<file path="config.mk">
export PLATFORM = sky130hd
export DESIGN_NAME = tictactoe_game
export DESIGN_NICKNAME = d
export VERILOG_FILES = /design/src/rtl/tictactoe_game.sv
export SDC_FILE = /design/constraint.sdc
export NUM_CORES = 1
export LEC_CHECK = 0
export ABC_AREA = 1
export ABC_CLOCK_PERIOD_IN_PS = 7750
export BUFFER_PORTS_ARGS = -buffer_cell sky130_fd_sc_hd__buf_2
export CORE_MARGIN = 5
export CORE_UTILIZATION = 55
export DETAILED_ROUTE_END_ITERATION = 16
export PLACE_DENSITY = 0.72
export SETUP_SLACK_MARGIN = 0.02
export SYNTH_ARGS = -nofsm -noshare
export SYNTH_HDL_FRONTEND = slang
export SYNTH_SLANG_ARGS = --single-unit
</file>
<file path="constraint.sdc">
create_clock -name clock -period 7.75 [get_ports clock]
set_clock_uncertainty 0.05 [all_clocks]
set_input_delay 0.775 -clock clock [delete_from_list [all_inputs] [get_ports clock]]
set_output_delay 0.775 -clock clock [all_outputs]
set_load 0.05 [all_outputs]
</file>
<file path="src/rtl/tictactoe_game.sv">
`default_nettype none
// +--------------------------------------------------------------------------+
// | Module      : tictactoe_game                                             |
// | Description : 3x3 tic-tac-toe referee with a machine player Y that       |
// |               answers every accepted X move one clock later.             |
// |               Optional macro BLOQUEIO_EN lets Y block X's open lines.    |
// | Revision    : 1.0                                                        |
// +--------------------------------------------------------------------------+
module tictactoe_game (
    input  logic       clock,
    input  logic       reset,
    input  logic [0:8] posicaoX,
    output logic [0:8] posicaoY,
    output logic       vencedor,
    output logic [1:0] ganhador,
    output logic       erro
);

    typedef enum logic [1:0] {
        ESPERA_X = 2'd0,
        JOGA_Y   = 2'd1,
        FIM      = 2'd2
    } state_t;

    localparam logic [1:0] c_G_NONE  = 2'b00;
    localparam logic [1:0] c_G_X     = 2'b01;
    localparam logic [1:0] c_G_Y     = 2'b10;
    localparam logic [1:0] c_G_DRAW  = 2'b11;

    localparam logic [0:8] c_CENTER  = 9'b000010000;
    localparam logic [0:8] c_CORNERS = 9'b101000101;
    localparam logic [0:8] c_EDGES   = 9'b010101010;
    localparam logic [0:8] c_FULL    = 9'b111111111;

    function automatic logic [0:8] line_mask(input logic [2:0] k);
        logic [0:8] m;
        case (k)
            3'd0:    m = 9'b111000000;
            3'd1:    m = 9'b000111000;
            3'd2:    m = 9'b000000111;
            3'd3:    m = 9'b100100100;
            3'd4:    m = 9'b010010010;
            3'd5:    m = 9'b001001001;
            3'd6:    m = 9'b100010001;
            default: m = 9'b001010100;
        endcase
        return m;
    endfunction

    function automatic logic has_line(input logic [0:8] b);
        logic r;
        r = 1'b0;
        for (int k = 0; k < 8; k++) begin
            if ((b & line_mask(3'(k))) == line_mask(3'(k))) begin
                r = 1'b1;
            end
        end
        return r;
    endfunction

    // Free cells that would finish a line where the owner already holds two.
    function automatic logic [0:8] completing(input logic [0:8] own, input logic [0:8] free);
        logic [0:8] r;
        logic [0:8] m;
        r = '0;
        for (int k = 0; k < 8; k++) begin
            m = line_mask(3'(k));
            if ($countones(own & m) == 2) begin
                r = r | (free & m);
            end
        end
        return r;
    endfunction

    function automatic logic [0:8] lowest(input logic [0:8] mask);
        logic [0:8] r;
        logic       found;
        r     = '0;
        found = 1'b0;
        for (int i = 0; i < 9; i++) begin
            if (mask[i] && !found) begin
                r[i]  = 1'b1;
                found = 1'b1;
            end
        end
        return r;
    endfunction

    state_t     r_state,  w_state_n;
    logic [0:8] r_xreg,   w_xreg_n;
    logic [0:8] r_posy,   w_posy_n;
    logic       r_venc,   w_venc_n;
    logic [1:0] r_gan,    w_gan_n;
    logic       r_erro,   w_erro_n;
    logic [0:8] r_rej,    w_rej_n;
    logic       r_rej_vld, w_rej_vld_n;

    logic [0:8] w_new;
    logic       w_cleared;
    logic       w_multi;
    logic       w_overlap;
    logic       w_illegal;
    logic       w_xwin;
    logic       w_xfull;
    logic [0:8] w_free;
    logic [0:8] w_tier_a;
    logic [0:8] w_tier_b;
    logic [0:8] w_pick;
    logic [0:8] w_ynext;

    assign w_new     = posicaoX & ~r_xreg;
    assign w_cleared = |(r_xreg & ~posicaoX);
    assign w_multi   = ($countones(w_new) > 1);
    assign w_overlap = |(w_new & r_posy);
    assign w_illegal = w_cleared | w_multi | w_overlap;
    assign w_xwin    = has_line(posicaoX);
    assign w_xfull   = ((posicaoX | r_posy) == c_FULL);

    // Y reasons only about the accepted X bitmap, never the live input.
    assign w_free    = ~(r_xreg | r_posy);
    assign w_tier_a  = completing(r_posy, w_free);
`ifdef BLOQUEIO_EN
    assign w_tier_b  = completing(r_xreg, w_free);
`else
    assign w_tier_b  = '0;
`endif

    always_comb begin
        w_pick = '0;
        if (|w_tier_a) begin
            w_pick = lowest(w_tier_a);
        end else if (|w_tier_b) begin
            w_pick = lowest(w_tier_b);
        end else if (|(w_free & c_CENTER)) begin
            w_pick = c_CENTER;
        end else if (|(w_free & c_CORNERS)) begin
            w_pick = lowest(w_free & c_CORNERS);
        end else begin
            w_pick = lowest(w_free & c_EDGES);
        end
    end

    assign w_ynext = r_posy | w_pick;

    always_comb begin
        w_state_n   = r_state;
        w_xreg_n    = r_xreg;
        w_posy_n    = r_posy;
        w_venc_n    = r_venc;
        w_gan_n     = r_gan;
        w_erro_n    = 1'b0;
        w_rej_n     = r_rej;
        w_rej_vld_n = r_rej_vld;
        case (r_state)
            ESPERA_X: begin
                if (w_illegal) begin
                    // A held illegal bitmap is reported once, not every cycle.
                    if (!(r_rej_vld && (posicaoX == r_rej))) begin
                        w_erro_n = 1'b1;
                    end
                    w_rej_n     = posicaoX;
                    w_rej_vld_n = 1'b1;
                end else if (w_new == '0) begin
                    w_rej_vld_n = 1'b0;
                end else begin
                    w_rej_vld_n = 1'b0;
                    w_xreg_n    = posicaoX;
                    if (w_xwin) begin
                        w_venc_n  = 1'b1;
                        w_gan_n   = c_G_X;
                        w_state_n = FIM;
                    end else if (w_xfull) begin
                        w_gan_n   = c_G_DRAW;
                        w_state_n = FIM;
                    end else begin
                        w_state_n = JOGA_Y;
                    end
                end
            end
            JOGA_Y: begin
                w_posy_n = w_ynext;
                if (has_line(w_ynext)) begin
                    w_venc_n  = 1'b1;
                    w_gan_n   = c_G_Y;
                    w_state_n = FIM;
                end else if ((w_ynext | r_xreg) == c_FULL) begin
                    w_gan_n   = c_G_DRAW;
                    w_state_n = FIM;
                end else begin
                    w_state_n = ESPERA_X;
                end
            end
            FIM: begin
                w_state_n = FIM;
            end
            default: begin
                w_state_n = ESPERA_X;
            end
        endcase
    end

    always_ff @(posedge clock) begin
        if (reset) begin
            r_state   <= ESPERA_X;
            r_xreg    <= '0;
            r_posy    <= '0;
            r_venc    <= 1'b0;
            r_gan     <= c_G_NONE;
            r_erro    <= 1'b0;
            r_rej     <= '0;
            r_rej_vld <= 1'b0;
        end else begin
            r_state   <= w_state_n;
            r_xreg    <= w_xreg_n;
            r_posy    <= w_posy_n;
            r_venc    <= w_venc_n;
            r_gan     <= w_gan_n;
            r_erro    <= w_erro_n;
            r_rej     <= w_rej_n;
            r_rej_vld <= w_rej_vld_n;
        end
    end

    assign posicaoY = r_posy;
    assign vencedor = r_venc;
    assign ganhador = r_gan;
    assign erro     = r_erro;

endmodule
`default_nettype wire

</file>
## Word-level counts from Yosys, hierarchy flattened

Cells that the tools add are included.

- Bits in registers: 34
- Input bits: 11

- Equal/unequal tests: 35
- $add $sub $neg: 24
- Reductions and logical operators: 44
- Multiplexer cells: 115
- Magnitude comparators: 1
- Bitwise logic cells: 30

Operators with widths:

| kind | count |
|---|---|
| two-way mux 9 bit | 19 |
| AND 9 bit | 11 |
| == test 9 bit | 9 |
| two-way mux 1 bit | 81 |
| OR 9 bit | 6 |
| inverter 9 bit | 3 |
| OR reduction 9 bit | 3 |
| adder 1 x 1 -> 2 bit | 12 |
| == test 3 x 2 -> 1 bit (second input constant) | 8 |
| == test 3 bit (second input constant) | 8 |
| two-way mux 2 bit | 12 |
| == test 9 bit (second input constant) | 2 |
| OR 9 x 7 -> 9 bit | 2 |
| logical AND 1 bit | 16 |
| adder 2 x 1 -> 3 bit | 5 |
| logical NOT 1 bit | 15 |
| AND reduction 5 bit | 2 |
| adder 1 x 2 -> 3 bit | 3 |
| logical NOT 9 bit | 1 |
| OR 9 x 3 -> 9 bit | 1 |
| OR 9 x 6 -> 9 bit | 1 |
| OR 9 x 8 -> 9 bit | 1 |
| inequality test 2 bit (second input constant) | 4 |
| adder 2 x 2 -> 3 bit | 2 |
| other kinds (17) | 22 |

## Depth between registers and ports, before layout

Gate-level depths: netlist of the first run.

- Depth after elaboration: 66
- Depth in mapped cells: 22
- Gate-level depth less buffers: 22

## Worst setup path before layout of the first run

OpenSTA, ideal clock, no wires.

- Kind: input-to-reg
- From: input port posicaoX[7] (netlist bit)
- To: register r_xreg[1] (netlist bit)
- Stages: 14
- Setup time: 0.119 ns
- Required time: 7.581 ns
- Setup slack: 3.277 ns
- Arrival time: 4.303 ns
- Buffers on the path: 1
- Cells stage by stage: inv_1 -> nor2_1 -> fa_1 -> inv_1 -> fa_1 -> fa_1 -> fa_1 -> inv_1 -> fa_1 -> nor4_2 -> nand4_1 -> buf_2 -> o21ai_1 -> a21oi_1

- Longest elaborated chain between the ends: 10
- Elaborated cells between the ends (all ways): 17

RTL lines:

| element | RTL line | source |
|---|---|---|
| start: declaration | 12 | `input logic [0:8] posicaoX,` |
| AND 9 bit | 111 | `assign w_new = posicaoX & ~r_xreg;` |
| adder 1 x 1 -> 2 bit (implied by the code) | 113 | `assign w_multi = ($countones(w_new) > 1);` |
| adder 2 x 2 -> 3 bit (implied by the code) | 113 |  |
| adder 3 x 3 -> 4 bit (implied by the code) | 113 |  |
| adder 4 x 1 -> 5 bit (implied by the code) | 113 |  |
| greater-than comparator 5 x 1 -> 1 bit | 113 |  |
| OR 1 bit (2 in a row) | 115 | `assign w_illegal = w_cleared \| w_multi \| w_overlap;` |
| inverter 1 bit (no source line) | -- |  |
| AND reduction 3 bit (no source line) (*) | -- |  |
| end signal: assignment | 214 | `r_xreg <= w_xreg_n;` |
| end: declaration | 90 | `logic [0:8] r_xreg, w_xreg_n;` |

Mark *: on every way between the ends. The rest lies on a longest branch, timed or not.
A chain may end at the register's enable or synchronous reset.

## Worst setup path after layout of the first run

- From: input port posicaoX[7] (netlist bit)
- To: register r_xreg[3] (netlist bit)

Same word-level chain as after synthesis.

==> flow_summary.toml, run 1 <==
[worst_setup_path]
start_kind = "input port"
cp-end-kind = "register"
required_ns = 7.84
crit_arrival_ns = 5.00
critPathMaxFanout = 18
path_class = "input port to register"

[floorplanning]
start_util_pct = 57.5
die-area_um2 = 6520
row_count = 25
core_area_um2 = 4790
die_w_um = 80.7
io-pin-count = 24
die_h_um = 80.7

[clocking]
clk_pin_slew_worst_paths_ns = 0.07
cts_buffers = 5
cts_buffer_depth = 2
clk_latency_ns = 0.28
root_buffer = "clkbuf_8"
cts_tree = "yes"
cts_max_level = 2
clock_sinks = 34
post_cts_buffers = 0
cts.repair.resized = 0
holdBufCountCts = 0

[synth]
synth-xor-area-share_pct = 0.637
async_flop_share_pct = 0
synthMuxAreaShare_pct = 0
ys.flop_type = "dfxtp_1"
synth.distinct_cells = 37
synth_compound_area_share_pct = 17.1
synth_edf_count = 0
yosysSeqAreaShare_pct = 24.7
synth_top_family_by_area = "simple AND/OR/NAND/NOR gates"
synth_area_um2 = 2750
synth.avg_cell_area_um2 = 6.91
synthAdderAreaFrac_pct = 10.8
synth_fp_nets = 425
ys_ff_latch = 34
synthCells = 398
synthSimpleGateAreaFrac_pct = 34.7
ys_warn_count = 0

[route]
first_iter_violations = 204
routedWlPerCell_um = 15.4
dr.pass1.iters = 5
ant_nets = 0
vias = 2774
drc = 0
via_per_inst = 5.65
drt-total-wl_um = 7570

[global_route]
grt-ovfl-total = 0
grt.met3_usage_pct = 5.32
grt_pass1_vias = 2599
grt_pass1_wl_um = 12700
antenna_found_initial = 0
grt.total_usage_pct = 25.3
grt_max_degree = 30
grt-busiest-layer = "met2"
use_met1_pct = 33.7
grtUsageMet2_pct = 39.4

[place]
port_buffers = 23
gp_congestion = 0.973
dpl.hpwl_um = 5850

[final_layout]
layout.nets = 450
drive_above_1_share_pct = 17.7
final_common_cell = "inv_1"
antenna_cells = 0
final_cell_mix = "inv_1 (76), nand2_1 (65), dfxtp_1 (34)"
syn_to_final_growth_pct = 10.2
post-route-util_pct = 63.4

[power]
p_leak_nw = 1.59
ir_drop_mv = 0.164
power_density_nw_per_um2 = 281

[worst_hold_path]
hold_path.class = "register to register"

[timing]
final.min_clock_period_ns = 4.90
post-route-period-util_pct = 63.3
fmax_ghz = 0.204
rsz0062_at_grt = "no"
final_max_slew_viol_count = 0
setup-violations-final = 0
hold_viol = 0
maxSlewHeadroom_pct = 50.9
worst_slew_pin_slew_ns = 0.735
tns_ns = 0

[flow_run]
max_cap_violations = 0

[outcome]
status = "finished clean"
==> worst max-delay path, cell delays in order <==
cell and delay (ns):
buf_2 0.14, inv_1 0.09, nor2_1 0.25, fa_1 0.46, inv_1 0.09, fa_1 0.41
fa_1 0.52, fa_1 0.42, inv_1 0.09, fa_1 0.43, nor4_2 0.33, nand4_1 0.56
o21ai_0 0.37, a21oi_1 0.07
==> state kept, by name (all words and copies together) (netlist names) <==
signal and count:
r_rej_vld 1, r_state 2, vencedor 1, erro 1
r_xreg 9, r_rej 9, ganhador 2, posicaoY 9
==> cells by family (layout without fill, tap and decap cells) <==
| group | Yosys count | in the layout |
|---|---|---|
| flip-flops | 34 | 34 |
| AO/OA/AOI/OAI | 76 | 76 |
| XOR/XNOR | 2 | 2 |
| buffers and inverters | 87 | 113 |
| adder cells (fa/ha/maj) | 16 | 16 |
| AND/OR/NAND/NOR | 183 | 183 |
==> path summary, 6_finish.rpt <==
check,start,to,slack (ns),depth (start not counted)
max,posicaoX[7],r_xreg[3]$_SDFFE_PP0P_,2.85,14
min,vencedor$_SDFFE_PP0P_,vencedor$_SDFFE_PP0P_,0.40,2
max reg2reg,r_xreg[5]$_SDFFE_PP0P_,r_xreg[3]$_SDFFE_PP0P_,3.12,14
min reg2reg,vencedor$_SDFFE_PP0P_,vencedor$_SDFFE_PP0P_,0.40,2
==> metrics by stage <==
stage,hold slack [ns],cells,setup WS (ns),cell area [um^2],power [mW]
after floorplan,0.383,398,3.28,2750,0.613
after global placement,0.386,483,2.74,2930,0.681
after detailed placement,0.388,483,2.58,2930,0.694
after CTS,0.399,491,2.86,3030,0.852
after global routing,0.442,491,2.40,3030,0.929
final,0.398,491,2.85,3030,0.852
==> metal layers <==
| metal | vias to the layer above | part of all wire, % |
|---|---|---|
| met2 | 131 | 45 |
| met1 | 1252 | 44 |
| met4 | 0 | 4.0 |
| li1 | 1361 | - |
| met3 | 30 | 7.3 |
| met5 | - | 0 |
==> cell type report <==
cell class / instances / area [um^2]
Multi-Input combinational cell: 277 / 1740
Sequential cell: 34 / 681
Inverter: 82 / 308
Tap cell: 67 / 83.8
Clock buffer: 7 / 76.3
Timing Repair Buffer: 23 / 115
Clock inverter: 1 / 30.0
Fill cell: 448 / 1750
==> power by group <==
part | internal (mW) | total, mW | leakage [nW] | switching [mW]
registers | 0.226 | 0.262 | 0.279 | 0.0360
clock network | 0.0962 | 0.158 | 0.0524 | 0.0619
logic | 0.135 | 0.432 | 1.25 | 0.297
==> cells in the mapped netlist (4+ instances only) <==
cell,count,area share [%]
inv_1,76,10
nand2_1,65,8.9
dfxtp_1,34,25
nand3_1,32,5.8
nor2_1,26,3.5
a21oi_1,23,4.2
o21ai_0,20,3.6
nand2_2,16,3.6
nand4_1,14,3.2
fa_1,13,9.5
o22ai_1,12,2.7
nor3_1,8,1.5
inv_2,6,0.82
nor2_2,6,1.4
o211ai_1,5,1.4
a221oi_1,4,1.3
nand3_2,4,1.5
Note: power is estimated with default switching activity, not from simulation.
==> inputs of run 2 (changes only) <==
- ABC_AREA: 1 -> 0
- ABC_CLOCK_PERIOD_IN_PS: 7750 -> 4700
- clock period: 7.75 -> 4.7 ns (I/O delays scaled with it)
==> run 2 against run 1 <==
- synthesized area increased by 1.2%
- critical path depth increased by 3
- count of clock-buffer cells in the layout unchanged
- die area increased by 1.0%
- critical path type is now register to register
- critical endpoint is now r_xreg[8]$_SDFFE_PP0P_
==> flow_summary.toml, run 2 <==
[flow_run]
max_cap_violations = 0

[place]
gp_congestion = 0.939
dpl.hpwl_um = 6310
dp_worst_setup_slack_ns = -0.115
placed_cells = 431
place_area_um2 = 3060
port_buffers = 23

[worst_setup_path]
required_ns = 4.80
crit_family = "adder cells"
cpPeakStageDelay_ns = 0.53
path_class = "register to register"
critPathMaxFanout = 8
cpMostUsedCell = "fa_1"
rrSetupSlack_ns = 0.21
reg2reg_depth = 17
crit_chain = "inv_2 -> nand2_2 -> inv_2 -> fa_1 -> inv_1 -> fa_1 -> fa_1 -> fa_2 -> inv_2 -> fa_1 -> a2111oi_2 -> o2111a_1 -> nand4_1 -> nor4_4 -> buf_6 -> mux2i_1 -> nor2_1"
cp.buffers_inverters = 5
cp_slowest_cell = "fa_1"
crit_cells = 17
r2r-start = "r_xreg[7]$_SDFFE_PP0P_"
crit_arrival_ns = 4.59
cp-end-kind = "register"
start_kind = "register"
r2r-end = "r_xreg[8]$_SDFFE_PP0P_"

[timing]
final_max_slew_viol_count = 0
post-route-period-util_pct = 95.4
hold_viol = 0
worst_slew_pin_slew_ns = 0.876
rsz0062_at_grt = "yes"
maxSlewHeadroom_pct = 40.1
setup_ws_ns = 0.214
final.min_clock_period_ns = 4.49
setup-violations-final = 0
fmax_ghz = 0.223

[final_layout]
antenna_cells = 0
design_area_um2 = 3200
syn_to_final_growth_pct = 14.9
post-route-util_pct = 66.4
layout.nets = 400
drive_above_1_share_pct = 21.9
final_common_cell = "nor2_1"
final_cell_mix = "nor2_1 (55), dfxtp_1 (32), inv_1 (26)"
stdcell_count = 441

[route]
dr.pass1.iters = 6
routedWlPerCell_um = 18.8
vias = 2817
ant_nets = 0
drc = 0
drt-total-wl_um = 8280
first_iter_violations = 327
via_per_inst = 6.39

[worst_hold_path]
worstHoldStart = "r_rej_vld$_SDFFE_PP0P_"
hold_path.class = "register to register"
whs_endpoint = "erro$_SDFF_PP0_"
min_delay_path_depth = 1

[floorplanning]
start_util_pct = 57.8
die-area_um2 = 6580
row_count = 25
die_h_um = 81.1
io-pin-count = 24
die_w_um = 81.1
core_area_um2 = 4820

[synth]
ys_warn_count = 0
synth.largest_area_cell = "dfxtp_1"
synth.distinct_cells = 59
synth_area_um2 = 2780
synth.avg_cell_area_um2 = 8.09
synth_edf_count = 0
synthTopCellsByArea = "dfxtp_1 (24%), fa_1 (9.3%), nor2_1 (7.6%), mux2i_1 (5.4%), inv_1 (4.2%)"
synth_fp_nets = 371
async_flop_share_pct = 0
ys.flop_type = "dfxtp_1"
ys_ff_latch = 34
synthCells = 344
yosysSeqAreaShare_pct = 24.4
synth_most_common_cell = "nor2_1"
ys_top_cells_by_count = "nor2_1 (56), dfxtp_1 (34), inv_1 (31)"
yosysTopAreaCellShare_pct = 24.4

[power]
p_leak_nw = 1.23
report.power.total_mw = 1.44
power_density_nw_per_um2 = 451
ir_drop_mv = 0.385

[clocking]
root_buffer = "clkbuf_8"
cts_buffers = 5
clock_sinks = 34
clk_latency_ns = 0.29
clk_pin_slew_worst_paths_ns = 0.07
cts_max_level = 2
cts_tree = "yes"
holdBufCountCts = 0
cts_buffer_depth = 2

[global_route]
antenna_found_initial = 0
grt.total_usage_pct = 27.5
grt_pass1_wl_um = 13500
grt_max_degree = 35
grt_pass1_vias = 2680
grt-ovfl-total = 0

[outcome]
status = "finished clean"
==> run 2: cell count changes after synthesis, sizes merged, moves of 8 or more <==
cell / previous run / this run
nor3: 8 / 19
inv: 82 / 31
a31oi: 0 / 8
nor2b: 0 / 13
a21oi: 25 / 8
nor2: 37 / 56
clkbuf: 3 / 15
o21ai: 24 / 13
nand3: 36 / 5
nand2: 83 / 19
mux2i: 0 / 15
xnor2: 1 / 9
==> run 2: area by class of cell <==
type | instances | area (um^2)
Clock buffer | 7 | 86.3
Clock inverter | 1 | 5.00
Fill cell | 438 | 1620
Inverter | 31 | 116
Multi-Input combinational cell | 260 | 1960
Sequential cell | 34 | 683
Tap cell | 67 | 83.8
Timing Repair Buffer | 41 | 267
==> run 2: layer usage <==
metal  GRT usage, %  vias up  part of all wire (%)
met3           6.43       27                    10
met1           39.0     1305                    44
li1               -     1301                     -
met2           39.6      184                    43
met4           11.8        0                   2.9
met5              0        -                     0
==> run 2: through the flow <==
step / hold WS, ns / setup TNS [ns]
CTS: 0.419 / 0
finish: 0.421 / 0
global route: 0.443 / -0.0441
detailed placement: 0.399 / -0.927
global placement: 0.403 / 0
floorplan: 0.374 / 0
==> run 2: report_power, final <==
group          switching [mW]  leakage [nW]  internal, mW
combinational           0.426         0.903         0.376
clock                   0.106        0.0482         0.118
sequential             0.0641         0.279         0.352
==> run 2: cells by family (layout without fill, tap and decap cells) <==
| family | after synthesis | count (layout) | share of synthesized area (%) |
|---|---|---|---|
| compound gates | 85 | 85 | 25.0 |
| xor+xnor | 9 | 9 | 2.83 |
| fa+ha+maj | 16 | 16 | 10.7 |
| buf+inv | 50 | 80 | 6.88 |
| flops | 34 | 34 | 24.4 |
| mux | 15 | 15 | 5.39 |
| simple gates | 135 | 135 | 24.8 |
==> run 2: what timing repair did <==
item,4_1_cts,5_1_grt
setup endpoints to repair,0,22
setup buffers,0,2
gates resized for setup,0,14
==> run 2: how the worst max path moves through the flow <==
stage / startpoint / end / slack [ns]
after floorplan: posicaoX[8] / r_xreg[2]$_SDFFE_PP0P_ / 0.04
after global placement: posicaoX[8] / r_xreg[0]$_SDFFE_PP0P_ / 0.008
after detailed placement: posicaoX[8] / r_xreg[2]$_SDFFE_PP0P_ / -0.11
after CTS: r_xreg[8]$_SDFFE_PP0P_ / r_xreg[8]$_SDFFE_PP0P_ / 0.03
after global routing: r_xreg[7]$_SDFFE_PP0P_ / r_xreg[3]$_SDFFE_PP0P_ / -0.03
final: r_xreg[7]$_SDFFE_PP0P_ / r_xreg[8]$_SDFFE_PP0P_ / 0.21
